`src/rtl/command_queue.sv`:
```
// Circular command buffer between the I2C slave and the TPU. Each queued
// command is re-issued as a single execute pulse once the TPU is not busy.
module command_queue #(
  parameter int DEPTH_LOG2 = 3,
  parameter int WIDTH      = 48
) (
  input  logic                  clk,
  input  logic                  reset,
  input  logic                  in_execute,
  input  logic [WIDTH-1:0]      in_command,
  output logic                  in_busy,
  output logic                  out_execute,
  output logic [WIDTH-1:0]      out_command,
  input  logic                  out_busy,
  output logic [DEPTH_LOG2:0]   level,
  output logic                  overflow
);

  localparam int unsigned DEPTH = 1 << DEPTH_LOG2;
  localparam logic [DEPTH_LOG2:0] FULL_LEVEL = (DEPTH_LOG2 + 1)'(DEPTH);

  typedef enum logic [1:0] {IDLE, ISSUE, GUARD, WAIT} state_t;

  state_t                  state;
  logic [WIDTH-1:0]        mem [DEPTH];
  logic [DEPTH_LOG2-1:0]   wp;
  logic [DEPTH_LOG2-1:0]   rp;
  logic                    full;
  logic                    empty;
  logic                    push;
  logic                    pop;

  // Full/empty come from the pre-edge level, so a pop cannot make room
  // for a push on the same edge and an empty queue cannot bypass.
  always_comb begin
    full  = (level == FULL_LEVEL);
    empty = (level == '0);
    push  = in_execute && !full;
    pop   = (state == IDLE) && !empty && !out_busy;
  end

  assign in_busy = full;

  always_ff @(posedge clk) begin
    if (push) mem[wp] <= in_command;
  end

  always_ff @(posedge clk) begin
    if (reset) begin
      state       <= IDLE;
      wp          <= '0;
      rp          <= '0;
      level       <= '0;
      overflow    <= 1'b0;
      out_execute <= 1'b0;
      out_command <= '0;
    end else begin
      out_execute <= 1'b0;
      if (push) wp <= wp + 1'b1;
      if (in_execute && full) overflow <= 1'b1;

      unique case ({push, pop})
        2'b10:   level <= level + 1'b1;
        2'b01:   level <= level - 1'b1;
        default: level <= level;
      endcase

      unique case (state)
        IDLE: begin
          if (pop) begin
            state       <= ISSUE;
            out_execute <= 1'b1;
            out_command <= mem[rp];
            rp          <= rp + 1'b1;
          end
        end
        ISSUE:   state <= GUARD;
        GUARD:   state <= WAIT;
        WAIT:    if (!out_busy) state <= IDLE;
        default: state <= IDLE;
      endcase
    end
  end

endmodule

```
`config.mk`:
```
export PLATFORM = sky130hd
export DESIGN_NAME = command_queue
export DESIGN_NICKNAME = d
export VERILOG_FILES = /design/src/rtl/command_queue.sv
export SDC_FILE = /design/constraint.sdc
export NUM_CORES = 1
export LEC_CHECK = 0
export ABC_AREA = 1
export CORE_ASPECT_RATIO = 1.1
export CORE_MARGIN = 10
export CORE_UTILIZATION = 40
export CTS_CLUSTER_DIAMETER = 30
export DETAILED_ROUTE_END_ITERATION = 10
export GPL_ROUTABILITY_DRIVEN = 0
export PLACE_DENSITY = 0.56
export SYNTH_ARGS = -nofsm -noshare
export SYNTH_HDL_FRONTEND = slang
export SYNTH_SLANG_ARGS = --single-unit
```
`constraint.sdc`:
```
create_clock -name clk -period 5 [get_ports clk]
set_clock_uncertainty 0.05 [all_clocks]
set_input_delay 0.75 -clock clk [delete_from_list [all_inputs] [get_ports clk]]
set_output_delay 0.75 -clock clk [all_outputs]
set_load 0.02 [all_outputs]
```
; Word level (Yosys, flattened, before mapping)
; Memory sizes are Yosys's and may differ from the RTL's. A register that Yosys moved wholly into a read port is not among the register bits.
; Index checks and enable logic that the tools add are counted.
[word_totals]
ff_bits = 14
latch_bits = 0
mem_bits_rw = 384
rom_bits = 0
output_inout_bits = 55
wordCells = 40
mem_count = 1
[classes]
add_sub_neg = 4
multipliers = 0
div_mod_pow = 0
n_lt_le_gt_ge = 0
eq_ne = 8
n_shift = 0
muxes = 7
bitwise = 1
n_reduce_logical = 13
[mem_list]
columns = name, words, width, read_ports, rd_ports_with_merged_regs, wr, line
row1 = mem, 8, 48, 1, 1, 1, 25  ; logic [WIDTH-1:0] mem [DEPTH];
[op_table]
columns = cell, count
row1 = 2-bit case mux with 4 select lines, 1
row2 = 4-bit case mux with 2 select lines, 1
row3 = "3-bit by 1-bit adder with 3-bit output, second input constant", 2
row4 = "2-bit equality test, second input constant", 3
row5 = "4-bit by 1-bit adder with 4-bit output, second input constant", 1
row6 = "2-bit by 1-bit equality test with 1-bit output, second input constant", 2
row7 = "4-bit equality test, second input constant", 1
row8 = 1-bit logical AND, 4
row9 = 4-bit logical NOT, 1
row10 = 2-bit 2-to-1 mux, 2
row11 = "2-bit inequality test, second input constant", 2
row12 = 2-bit AND reduction, 2
row13 = "4-bit by 1-bit subtractor with 4-bit output, second input constant", 1
row14 = 1-bit logical NOT, 3
row15 = 1-bit 2-to-1 mux, 3
row16 = 2-bit logical NOT, 1
row17 = 2-bit nonzero test, 1
row18 = 2-bit OR reduction, 1
row19 = 1-bit inverter, 1

; Logic depth before layout (Yosys ltp)
; Gate-level depths: netlist of the first run.
[depth]
ltp_word = 6
depth_mapped = 15
ltp_nobuf = 14

; Worst setup path before layout of the first run
; Ideal clock, no wire load.
[synth_timing]
kind = input to register
start = input in_execute
end = memory mem[0][0] (enable)
setup_ps = 454
t_arrival_ps = 3228
required_ps = 4496
path_slack_ps = 1269
path_stages = 3
path_cell_list = nand2_1 or2_2 nor2_1
[synth_via]
elab_chain_len = 3
[synth_lines]
columns = element, line
row1 = "start, declared", 9  ; input logic in_execute,
row2 = 1-bit logical AND, 38  ; push = in_execute && !full;
row3 = 1-bit 2-to-1 mux, 45  ; if (push) mem[wp] <= in_command;
row4 = 1-bit 2-to-1 mux (not written as such), 45
row5 = "end, declared", 25
; No other way between the ends.

==> results by group, run 1 <==
Outcome
  – Outcome: completed

Routing
  – Vias per cell: 4.90
  – Vias: 11000
  – Detailed Route Iter0 Violations: 765
  – Drt first pass iters: 5
  – WL/cell: roughly 18 um
  – Antenna-violating nets left: 0
  – Final WL: ~40000 um
  – DR DRC count: 0

Clock network
  – Post-CTS setup buffer count: 0
  – CTS H-tree depth: 3
  – Post-cts resize count: 0
  – Num Clock Sinks: 446
  – Root Buffer: clkbuf_16
  – Clk_lat worst skew: around 0.61 ns
  – Hold-fix buffers, CTS: 0
  – CTS Buf Count: 95
  – CTS tree: built
  – Maximum clock path buffer count: 3
  – Worst-path clk slew: 0.05 ns

Cells and area
  – Synth-to-Final Area Change: 27.0%
  – Fill cell count: between 3000 and 4000
  – Finished Cell Area: approximately 23000 um2
  – Layout cells sized above 1: 13.7%
  – FF/Latch Area: roughly 13000 um2
  – NumNets Final: 1647
  – Area taken by multi-input logic gates: 4070 um2

Power and ir drop
  – PwrDens: approximately 610 nW/um2
  – Total Power: between 10 and 15 mW
  – VDD IR-drop max: 0.321 mV
  – Leakage power: 8.03 nW

Worst setup path
  – CP Max Fanout: 145
  – Crit Path Class: flop to flop
  – CP endpoint kind: flop
  – Worst path required time: around 5.4 ns
  – CP Launch Type: flop
  – CP arrival: 3.21 ns

Logic synthesis
  – Post-Syn Area per Cell: 12.2 um2
  – Post-synth net total: 1517
  – Share of the synthesized area in the top cell type: 65.0%
  – Synth cell count leaders: 384 x edfxtp_1, 227 x nor2_1, 158 x nand2_1, 116 x o21ai_0, 106 x inv_1
  – Mapped Cells: 1456
  – Synth Register Bits: 446
  – Mapped Area: roughly 18000 um2
  – Unique masters post-synth: 25
  – Async SR Flop Fraction: 0%
  – Most numerous cell in the Yosys netlist: edfxtp_1
  – Cell accounting for the most synthesized area: edfxtp_1
  – EDFF count, synth: roughly 380
  – Ys Warns: 0
  – Ys flop type: edfxtp_1
  – Ranking of synthesized cells by area: edfxtp_1 65%, dfxtp_1 7.0%, nor2_1 4.8%, o211ai_1 3.7%, nand2_1 3.3%
  – Sequential element share of the synthesized area: between 70% and 80%

Floorplanning
  – Initial Utilization: 40.7%
  – Die height: 241 um
  – Core area: 43600 um2
  – Die W: 221 um
  – Die ar.: 53200 um2
  – Io pins: 107
  – Site Rows: 80

STA
  – Worst-Margin Slew: 1.19 ns
  – Endpoints failing hold: 0
  – Minimum clock period: 2.80 ns
  – Crit share post-route: 55.9%
  – Setup violation total in the final timing report: 0
  – Final worst slack: around 2.2 ns
  – Slew HR: 21.0%
  – F_max: 357 MHz
  – Setup TNS: 0 ns
  – Unrepaired setup endpoints after global routing: false
  – Final Max Slew Viols: 0

Place
  – # port buffers: ~110
  – Hpwl dp: 21400 um
  – DP Area: 19200 um2
  – Dpl ws: between 1.5 and 2 ns

Global routing
  – First-pass GRT wire length: 62900 um
  – Largest net degree at the start of global routing: ~170
  – Tot GR Track Use: 14.9%
  – GR Overflow Total: 0
  – Vias in the first global route: ~11000
  – Initial antenna violation count: 3

Flow run
  – Max Cap Viol: 0

Hold path
  – Tightest Hold Check Type: flop to flop
## flip-flops by register name, indices dropped and copies added (netlist names)
name and flops:
out_command 48, overflow 1, mem 384, state 2, level 4, wp 3
out_execute 1, rp 3
## path summary, 6_finish.rpt
kind | startpoint | to | slack, ns | depth (start not counted)
min | overflow | overflow | 0.40 | 2
max | rp[1] | out_command[41] | 2.20 | 7
max reg2reg | rp[1] | out_command[41] | 2.20 | 7
min reg2reg | overflow | overflow | 0.40 | 2
## cells in the final DEF, fill, tap and decap left out, types with 7 or more instances in the layout
cell | netlist | final
bufinv_16 | 0 | 13
a21oi_1 | 31 | 31
nand3_1 | 103 | 103
inv_1 | 106 | 104
clkbuf_8 | 0 | 7
buf_4 | 11 | 11
a21oi_2 | 29 | 29
dfxtp_1 | 62 | 60
clkbuf_16 | 0 | 96
nand2_1 | 158 | 158
o21ai_0 | 116 | 116
inv_6 | 0 | 11
clkbuf_1 | 19 | 10
o211ai_1 | 87 | 87
nor2_4 | 0 | 8
clkinv_2 | 0 | 16
nor2_1 | 227 | 219
edfxtp_1 | 384 | 384
clkinvlp_4 | 0 | 15
clkdlybuf4s50_1 | 0 | 106
ha_1 | 9 | 9
o21ai_1 | 43 | 43
## where the power goes
group	switching [mW]	internal, mW	leakage [nW]
sequential	0.197	4.42	4.00
combinational	1.76	0.975	2.46
clock	1.99	4.29	1.58
## metrics by stage
stage	utilization (%)	cells	hold WS, ns
after floorplan	-	1456	0.421
final	51.6	2242	0.397
after detailed placement	44.1	2063	0.392
after global routing	51.6	2242	0.445
after global placement	44.1	2063	0.390
after CTS	51.6	2241	0.399
## metal layers
metal	GRT usage (%)	wire length, um	share of wire (%)	up-vias
met5	0	21	0.052	-
met4	5.65	694	1.7	4
met3	3.39	1810	4.5	57
met2	24.5	19200	48	221
met1	18.8	18600	46	5261
li1	-	-	-	5432
## worst max-delay path, cell delays in order (launching register included)
cell,delay [ns]
dfxtp_1,0.53
inv_6,0.94
buf_4,0.55
nor2_1,0.09
o21ai_0,0.09
nand3_1,0.10
nand2_1,0.17
a21oi_1,0.08
## kinds of logic (layout without fill, tap and decap cells)
family | after synthesis | after routing | synth area share, %
xor+xnor | 4 | 4 | 0.197
other cells | 0 | 1 | 0
compound gates | 306 | 306 | 10.5
simple gates | 492 | 492 | 11.3
fa+ha+maj | 9 | 9 | 0.634
flops | 446 | 446 | 72.0
buf+inv | 199 | 410 | 5.46
## cell type report
type / count / share of cell area [%]
sequential: 446 / 56.7
inverter: 109 / 1.86
tap: 574 / 3.19
timing repair buffer: 123 / 5.61
multi-input combinational: 811 / 18.0
clock inverter: 65 / 3.35
antenna: 1 / 0.0111
clock buffer: 113 / 11.3
(Power assumes the default switching activity.)
==> run 2, diff against run 1 <==
==> constraint.sdc (replaced) <==
create_clock -name clk -period 2.9 [get_ports clk]
set_clock_uncertainty 0.05 [all_clocks]
set_input_delay 0.435 -clock clk [delete_from_list [all_inputs] [get_ports clk]]
set_output_delay 0.435 -clock clk [all_outputs]
set_load 0.02 [all_outputs]
==> run 2 against run 1 <==
Against the previous run:
- via count rose by 1.8%
- core utilization fell by 0.083 points
- non-clock buffer count rose by 13
- register-to-register slack got worse by 1.5 ns
- worst setup slack got worse by 1.7 ns
- count of clock-buffer cells in the layout rose by 4
- first-iteration DRC count rose by 0.39%
- global-route usage barely moved
- combinational power rose by 79%
- largest cell class unchanged
==> results by group, run 2 (synthesis results as in run 1) <==
Worst setup path
  – CP Launch Point: level[0] (was rp[1])
  – Reg2reg setup slack: 0.68 ns (was 2.20 ns)
  – FF-to-FF End: mem[3][23] (was out_command[41])
  – Worst r2r src: level[0] (was rp[1])
  – Critical path buffers and inverters: 2 (unchanged)
  – CP Launch Type: flop (unchanged)
  – Crit Path Class: flop to output pin (was flop to flop)
  – Crit path to: in_busy (was out_command[41])
  – Slowest CP cell: clkdlybuf4s50_1 (was inv_6)
  – CP Max Fanout: 5 (was 145)
  – Critical path depth: 4 (was 7)
  – Reg2reg path depth: 7 (unchanged)
  – Worst path required time: 2.41 ns (was 5.42 ns)
  – Delay-heaviest family, CP: buffers and inverters (unchanged)
  – CP arrival: 1.90 ns (was 3.21 ns)
  – CP cell instances: nor2_2 -> nand3_1 -> inv_1 -> clkdlybuf4s50_1 (was inv_6 -> buf_4 -> nor2_1 -> o21ai_0 -> nand3_1 -> nand2_1 -> a21oi_1)
  – CP endpoint kind: output pin (was flop)
  – Critical path's largest stage delay: 0.60 ns (was 0.94 ns)

Routing
  – DR DRC count: 0 (unchanged)
  – Drt first pass iters: 5 (unchanged)
  – Antenna-violating nets left: 0 (unchanged)
  – Vias per cell: 4.98 (was 4.90)
  – WL/cell: 17.8 um (was 18.0 um)
  – Detailed Route Iter0 Violations: 768 (was 765)
  – Vias: 11200 (was 11000)
  – Final WL: 39900 um (was 40300 um)

Cells and area
  – Fill cell count: 3765 (was 3820)
  – Top Registers: mem x384, out_command x48, level x4 (unchanged)
  – Layout cells sized above 1: 13.1% (was 13.7%)
  – Post-Layout Cell Count: 2242 (unchanged)
  – Post-layout util: 51.6% (about the same)
  – Commonest non-fill, non-tap cells in the layout: 384 x edfxtp_1, 219 x nor2_1, 158 x nand2_1, 116 x o21ai_0, 106 x clkdlybuf4s50_1 (unchanged)
  – Largest Register: mem (unchanged)
  – NumNets Final: 1655 (was 1647)
  – Max reg flops: 384 (unchanged)
  – FF/Latch Area: 12800 um2 (unchanged)
  – Antenna diodes: 0 (was 1)
  – Synth-to-Final Area Change: 26.8% (was 27.0%)
  – Area taken by multi-input logic gates: 4070 um2 (unchanged)
  – Most common cell after layout, fill and taps aside: edfxtp_1 (unchanged)

Clock network
  – Root Buffer: clkbuf_16 (unchanged)
  – CTS H-tree depth: 3 (unchanged)
  – Num Clock Sinks: 446 (unchanged)
  – Maximum clock path buffer count: 3 (unchanged)
  – Worst-path clk slew: 0.04 ns (was 0.05 ns)
  – CTS tree: built (unchanged)
  – Post-cts resize count: 0 (unchanged)
  – Clk_lat worst skew: 0.59 ns (was 0.61 ns)
  – Hold-fix buffers, CTS: 0 (unchanged)
  – Post-CTS setup buffer count: 0 (unchanged)
  – CTS Buf Count: 90 (was 95)

STA
  – Crit share post-route: between 80% and 90%
  – Minimum clock period: 2.39 ns
  – Slew HR: 48.2% (was 21.0%)
  – Worst Hold Slack: 0.394 ns (was 0.397 ns)
  – Worst-Margin Slew: 0.778 ns (was 1.19 ns)
  – Final Max Slew Viols: 0 (unchanged)
  – F_max: 419 MHz
  – Setup violation total in the final timing report: 0 (unchanged)
  – Unrepaired setup endpoints after global routing: false (unchanged)
  – Setup TNS: 0 ns (unchanged)
  – Final worst slack: 0.513 ns (was 2.20 ns)
  – Endpoints failing hold: 0 (unchanged)

Outcome
  – Outcome: completed (unchanged)

Place
  – Hpwl dp: 22000 um (was 21400 um)
  – Placed cell count: 2076 (was 2063)
  – Dpl ws: 0.396 ns (was 1.62 ns)
  – # port buffers: 106 (unchanged)

Global routing
  – First-pass GRT wire length: 62900 um (about the same)
  – Largest net degree at the start of global routing: 157 (was 173)
  – Vias in the first global route: 11200 (was 11000)
  – Initial antenna violation count: 4 (was 3)
  – GR Overflow Total: 0 (unchanged)
  – Tot GR Track Use: 14.8% (was 14.9%)

Floorplanning
  – Core area: 43600 um2 (unchanged)
  – Die height: 241 um (unchanged)
  – Die W: 221 um (unchanged)
  – Site Rows: 80 (unchanged)
  – Die ar.: 53200 um2 (unchanged)
  – Io pins: 107 (unchanged)
  – Initial Utilization: 40.7% (unchanged)

Power and ir drop
  – Leakage power: 8.02 nW (was 8.03 nW)
  – PwrDens: 1020 nW/um2 (was 605 nW/um2)
  – VDD IR-drop max: 0.570 mV (was 0.321 mV)

Hold path
  – Tightest Hold Check Type: input pin to flop (was flop to flop)

Flow run
  – Max Cap Viol: 0 (unchanged)
run 2: cell type report:
| cell class | instances | share of cell area (%) |
|---|---|---|
| multi-input cells | 811 | 18.1 |
| clock buffers | 117 | 11.2 |
| clock inverters | 49 | 2.35 |
| flip-flops and latches | 446 | 56.8 |
| well taps | 574 | 3.19 |
| repair buffers | 136 | 6.49 |
| inverters | 109 | 1.86 |
run 2: worst register-to-register path, stage by stage (launching register included):
cell	delay (ns)
dfxtp_1	0.46
nor2_2	0.09
nand3_1	0.09
nand2_1	0.19
inv_1	0.17
nand2_1	0.25
nor2_4	0.20
buf_4	0.36
run 2: routing by layer:
metal	track usage, %	vias to the layer above	part of all wire (%)
met5	0	-	0.12
met4	5.67	8	2.0
met3	3.75	65	6.0
met2	24.3	268	48
met1	18.6	5377	44
li1	-	5454	-
run 2: worst min-delay path by stage:
stage	from	endpoint	cells past startpoint
6_report	in_execute	overflow	3
5_1_grt	in_execute	overflow	3
3_5_place_dp	overflow	overflow	2
2_1_floorplan	wp[0]	wp[0]	2
3_3_place_gp	overflow	overflow	2
4_1_cts	in_execute	overflow	3
run 2: through the flow:
step / cell area [um2] / total power [mW]
6_report: 22500 / 23.0
5_1_grt: 22500 / 24.1
3_5_place_dp: 19400 / 13.0
3_3_place_gp: 19400 / 12.9
4_1_cts: 22500 / 23.3
2_1_floorplan: 17800 / 11.5
run 2: power breakdown:
part	switching (mW)	internal (mW)	total (mW)
clock	3.16	6.98	10.1
combinational	3.13	1.78	4.91
sequential	0.289	7.62	7.91
